===== config.mk =====
export PLATFORM = sky130hd
export DESIGN_NAME = bcd_converter_seq
export DESIGN_NICKNAME = d
export VERILOG_FILES = /design/src/rtl/bcd_converter_seq.sv
export SDC_FILE = /design/constraint.sdc
export NUM_CORES = 1
export LEC_CHECK = 0
export CAP_MARGIN = 10
export CORE_MARGIN = 4
export CORE_UTILIZATION = 30
export CTS_BUF_LIST = sky130_fd_sc_hd__clkbuf_4 sky130_fd_sc_hd__clkbuf_8 sky130_fd_sc_hd__clkbuf_16
export DETAILED_ROUTE_END_ITERATION = 8
export PLACE_DENSITY = 0.51
export SYNTH_ARGS = -nofsm -noshare
export SYNTH_HDL_FRONTEND = slang
export SYNTH_SLANG_ARGS = --single-unit
export TNS_END_PERCENT = 100

===== constraint.sdc =====
create_clock -name clk -period 1.9 [get_ports clk]
set_input_delay 0.38 -clock clk [delete_from_list [all_inputs] [get_ports clk]]
set_output_delay 0.38 -clock clk [all_outputs]
set_load 0.01 [all_outputs]

===== src/rtl/bcd_converter_seq.sv =====
// Sequential binary-to-BCD converter (double dabble), one binary bit per clock.
// Define BCD_BLANK_EN to add the registered leading-zero blanking mask output.
//
// state   | meaning
// S_IDLE  | waiting for start; last result held on bcd/overflow
// S_SHIFT | add-3 / shift-left once per clock, BIN_W clocks in total
module bcd_converter_seq #(
    parameter int BIN_W  = 12,
    parameter int DIGITS = 4
) (
    input  logic                  clk,
    input  logic                  rst_n,
    input  logic                  start,
    input  logic [BIN_W-1:0]      binary,
    output logic                  busy,
    output logic                  done,
    output logic [4*DIGITS-1:0]   bcd,
    output logic                  overflow
`ifdef BCD_BLANK_EN
    ,
    output logic [DIGITS-1:0]     blank
`endif
);

    localparam int CW = $clog2(BIN_W + 1);
    localparam int SW = 4 * DIGITS;

    typedef enum logic {S_IDLE, S_SHIFT} state_t;

    state_t            state;
    state_t            state_nxt;
    logic [BIN_W-1:0]  shift_q;
    logic [SW-1:0]     scratch_q;
    logic [SW-1:0]     adj;
    logic [SW-1:0]     scratch_nxt;
    logic [CW-1:0]     cnt;
    logic              ovf_acc;
    logic              ovf_nxt;
    logic              load;
    logic              step;
    logic              last;

    always_ff @(posedge clk or negedge rst_n) begin
        if (!rst_n) begin
            state <= S_IDLE;
        end else begin
            state <= state_nxt;
        end
    end

    always_comb begin
        state_nxt = state;
        case (state)
            S_IDLE:  if (start) state_nxt = S_SHIFT;
            S_SHIFT: if (cnt == CW'(BIN_W - 1)) state_nxt = S_IDLE;
            default: state_nxt = S_IDLE;
        endcase
    end

    always_comb begin
        busy = (state == S_SHIFT);
        load = (state == S_IDLE) && start;
        step = (state == S_SHIFT);
        last = (state == S_SHIFT) && (cnt == CW'(BIN_W - 1));
    end

    // Digit correction happens before the shift; a carry out of the top digit
    // means the value no longer fits in DIGITS decimal digits.
    always_comb begin
        adj = '0;
        for (int i = 0; i < DIGITS; i++) begin
            if (scratch_q[4*i +: 4] >= 4'd5) begin
                adj[4*i +: 4] = scratch_q[4*i +: 4] + 4'd3;
            end else begin
                adj[4*i +: 4] = scratch_q[4*i +: 4];
            end
        end
        scratch_nxt = {adj[SW-2:0], shift_q[BIN_W-1]};
        ovf_nxt     = ovf_acc | adj[SW-1];
    end

    always_ff @(posedge clk or negedge rst_n) begin
        if (!rst_n) begin
            shift_q   <= '0;
            scratch_q <= '0;
            cnt       <= '0;
            ovf_acc   <= 1'b0;
        end else if (load) begin
            shift_q   <= binary;
            scratch_q <= '0;
            cnt       <= '0;
            ovf_acc   <= 1'b0;
        end else if (step) begin
            shift_q   <= shift_q << 1;
            scratch_q <= scratch_nxt;
            cnt       <= cnt + CW'(1);
            ovf_acc   <= ovf_nxt;
        end
    end

    always_ff @(posedge clk or negedge rst_n) begin
        if (!rst_n) begin
            done     <= 1'b0;
            bcd      <= '0;
            overflow <= 1'b0;
        end else begin
            done <= last;
            if (last) begin
                bcd      <= scratch_nxt;
                overflow <= ovf_nxt;
            end
        end
    end

`ifdef BCD_BLANK_EN
    logic [DIGITS-1:0] blank_nxt;
    logic              zero_above;

    // Digit 0 is never blanked so that a value of zero still shows one "0".
    always_comb begin
        blank_nxt  = '0;
        zero_above = 1'b1;
        for (int i = DIGITS - 1; i >= 1; i--) begin
            zero_above   = zero_above & (scratch_nxt[4*i +: 4] == 4'd0);
            blank_nxt[i] = zero_above;
        end
    end

    always_ff @(posedge clk or negedge rst_n) begin
        if (!rst_n) begin
            blank <= '0;
        end else if (last) begin
            blank <= blank_nxt;
        end
    end
`endif

endmodule


==> metrics.yaml <==
outcome: "finished, final reports clean"
start_util_pct: 31.1
worstPathCellList: "clkdlybuf4s50_1"
clk_path_buf_depth: 2
ys_warn_count: 0
synth_fp_nets: 253
area_growth_pct: 23.7
holdCritPathClass: "input port to asynchronous set/reset pin"
tightest_slew_ps: 320
gp_congestion: 0.746
synth_seq_cells: 52
diodes: 0
holdBufCountCts: 0
multi_input_area_um2: 1030
std_cell_rows: 32
drv_cap: 0
first_pass_iters: 4
path_delay_family: "buffers and inverters"
grt_use_total_pct: 10.4
tns_ps: 0
grt_antenna_before_repair: 0
timing.hold.ws_ps: 52.4
synth_top_cells_by_area: "dfrtp_1 (54%), o21ai_1 (7.5%), mux2i_1 (5.8%)"
fillers: 803
synth_edf_count: 0
slew_viol_final: 0
seqCellArea_um2: 1300
portBuffers: 33
tritoncts: "done"
period_needed_ps: 1810
design.portCount: 34
r2r_setup_slack_ps: 260
placed_area_um2: 2890
clkSlewWorstSetupHoldPaths_ps: 90
syn-cell-area_um2: 2420
setup_viol: 0
cp_max_fo: 6
layout.cells.most_common: "dfrtp_1"
ir_drop_mv: 0.588
slowest_delay_ps: 600
cp-start-kind: "flip-flop"
dr_total_vias: 1700
overflow: 0
postCtsSetupBuffers: 0
nets: 291
leakage_nw: 1.34
avgViaCountPerCell: 4.59
finalHoldViolCount: 0
clock_skew_ps: 7.26
grt_max_degree: 53
die_y_um: 97.7
grt_pass1_vias: 1729
worstSkewPairLatency_ps: 300
synth_seq_area_share_pct: 53.9
fin_crit_sh_pct: 95.4
synth_top_area_share_pct: 53.9
clock_sinks: 52
h-tree-depth: 2
grt_pass1_wl_mm: 8.30
cts_resized: 0
netlist_instances: 229
synth_ff_type: "dfrtp_1"
coreArea_um2: 7770
cp.arrival_ps: 1430
wl_mm: 4.70
die_area_um2: 9550
drive_above_1_share_pct: 11.2
worstPathRequired_ps: 1520
yosysTopAreaCell: "dfrtp_1"
max_freq_mhz: 552
avgSynthCellArea_um2: 10.6
cts-buffers-inserted: 5
post_drt_wl_per_cell_um: 12.7
p_per_area_nw_per_um2: 1630
die_w_um: 97.7
crit_type: "flip-flop to output port"
rsz0062_at_grt: "false"
critPathSlowestCell: "clkdlybuf4s50_1"
ys_types: 31
relSlewSlack_pct: 78.7
layout_common_cells: "dfrtp_1 (52), o21ai_1 (36), nand2_1 (35), clkdlybuf4s50_1 (32), mux2i_1 (14)"
cts-root-buf: "clkbuf_8"
drt-initial-drc-count: 45
dp_hpwl_mm: 3.27
async_reset_ff_share_pct: 100
drc: 0
ant_nets: 0
worst-path-buf-inv: 1
endpoint_kind: "output port"
fin_area_um2: 2990
## worst paths after layout
kind | start | to | depth (start not counted)
worst min register to register | bcd[8]$_DFFE_PN0P_ | bcd[8]$_DFFE_PN0P_ | 2
worst min-delay path | rst_n | bcd[12]$_DFFE_PN0P_ | 2
worst max-delay path | busy$_DFF_PN0_ | busy | 1
worst max register to register | scratch_q[12]$_DFFE_PN0P_ | scratch_q[14]$_DFFE_PN0P_ | 6
min in group clk | bcd[8]$_DFFE_PN0P_ | bcd[8]$_DFFE_PN0P_ | 2
max in group asynchronous | rst_n | done$_DFF_PN0_ | 2
## Yosys cell counts, drive strengths merged (6+ instances only)
| library cell | n |
|---|---|
| o21ai | 37 |
| a21oi | 10 |
| dfrtp | 52 |
| mux2 | 9 |
| buf | 9 |
| nand2b | 7 |
| nand2 | 35 |
| ha | 9 |
| a22o | 8 |
| mux2i | 14 |
| nor2 | 6 |
| inv | 10 |
## metal layers
metal,part of all wire [%],GRT usage (%),wire length (um)
met3,4.0,2.50,186
met2,46,16.8,2180
met4,0.30,2.56,14
met1,49,14.2,2320
met5,0,0,0
## registers in the layout, summed over array words and instances (netlist names)
| register | cells |
|---|---|
| bcd | 16 |
| busy | 1 |
| cnt | 4 |
| done | 1 |
| overflow | 1 |
| ovf_acc | 1 |
| scratch_q | 16 |
| shift_q | 12 |
## cell type report
| cell class | count | area share, % |
|---|---|---|
| sequential | 52 | 43.6 |
| multi-input combinational | 157 | 34.3 |
| timing repair buffer | 41 | 13.3 |
| tap | 102 | 4.27 |
| clock buffer | 8 | 3.27 |
| inverter | 10 | 1.26 |
## metrics by stage
stage	instances	total power, mW	util [%]	setup WS (ps)
after floorplan	229	3.45	-	393
after global placement	362	4.23	37.2	273
after detailed placement	362	4.26	37.2	264
after CTS	370	4.95	38.5	67.8
after global routing	370	5.32	38.5	49.0
final	370	4.86	38.5	86.8
## where the power goes
| part | switching [mW] | internal, mW | total, mW |
|---|---|---|---|
| registers | 0.357 | 1.59 | 1.95 |
| logic | 1.11 | 1.14 | 2.24 |
| clock network | 0.341 | 0.327 | 0.668 |
## cell families after synthesis
family                   after synthesis  synth area share, %
AND/OR/NAND/NOR                       62                 12.1
flip-flops                            52                 53.9
buffers and inverters                 20                 3.68
XOR/XNOR                               5                 1.81
multiplexers                          23                 9.99
AO/OA/AOI/OAI                         58                 13.9
adder cells (fa/ha/maj)                9                 4.66
(Power assumes the default switching activity.)
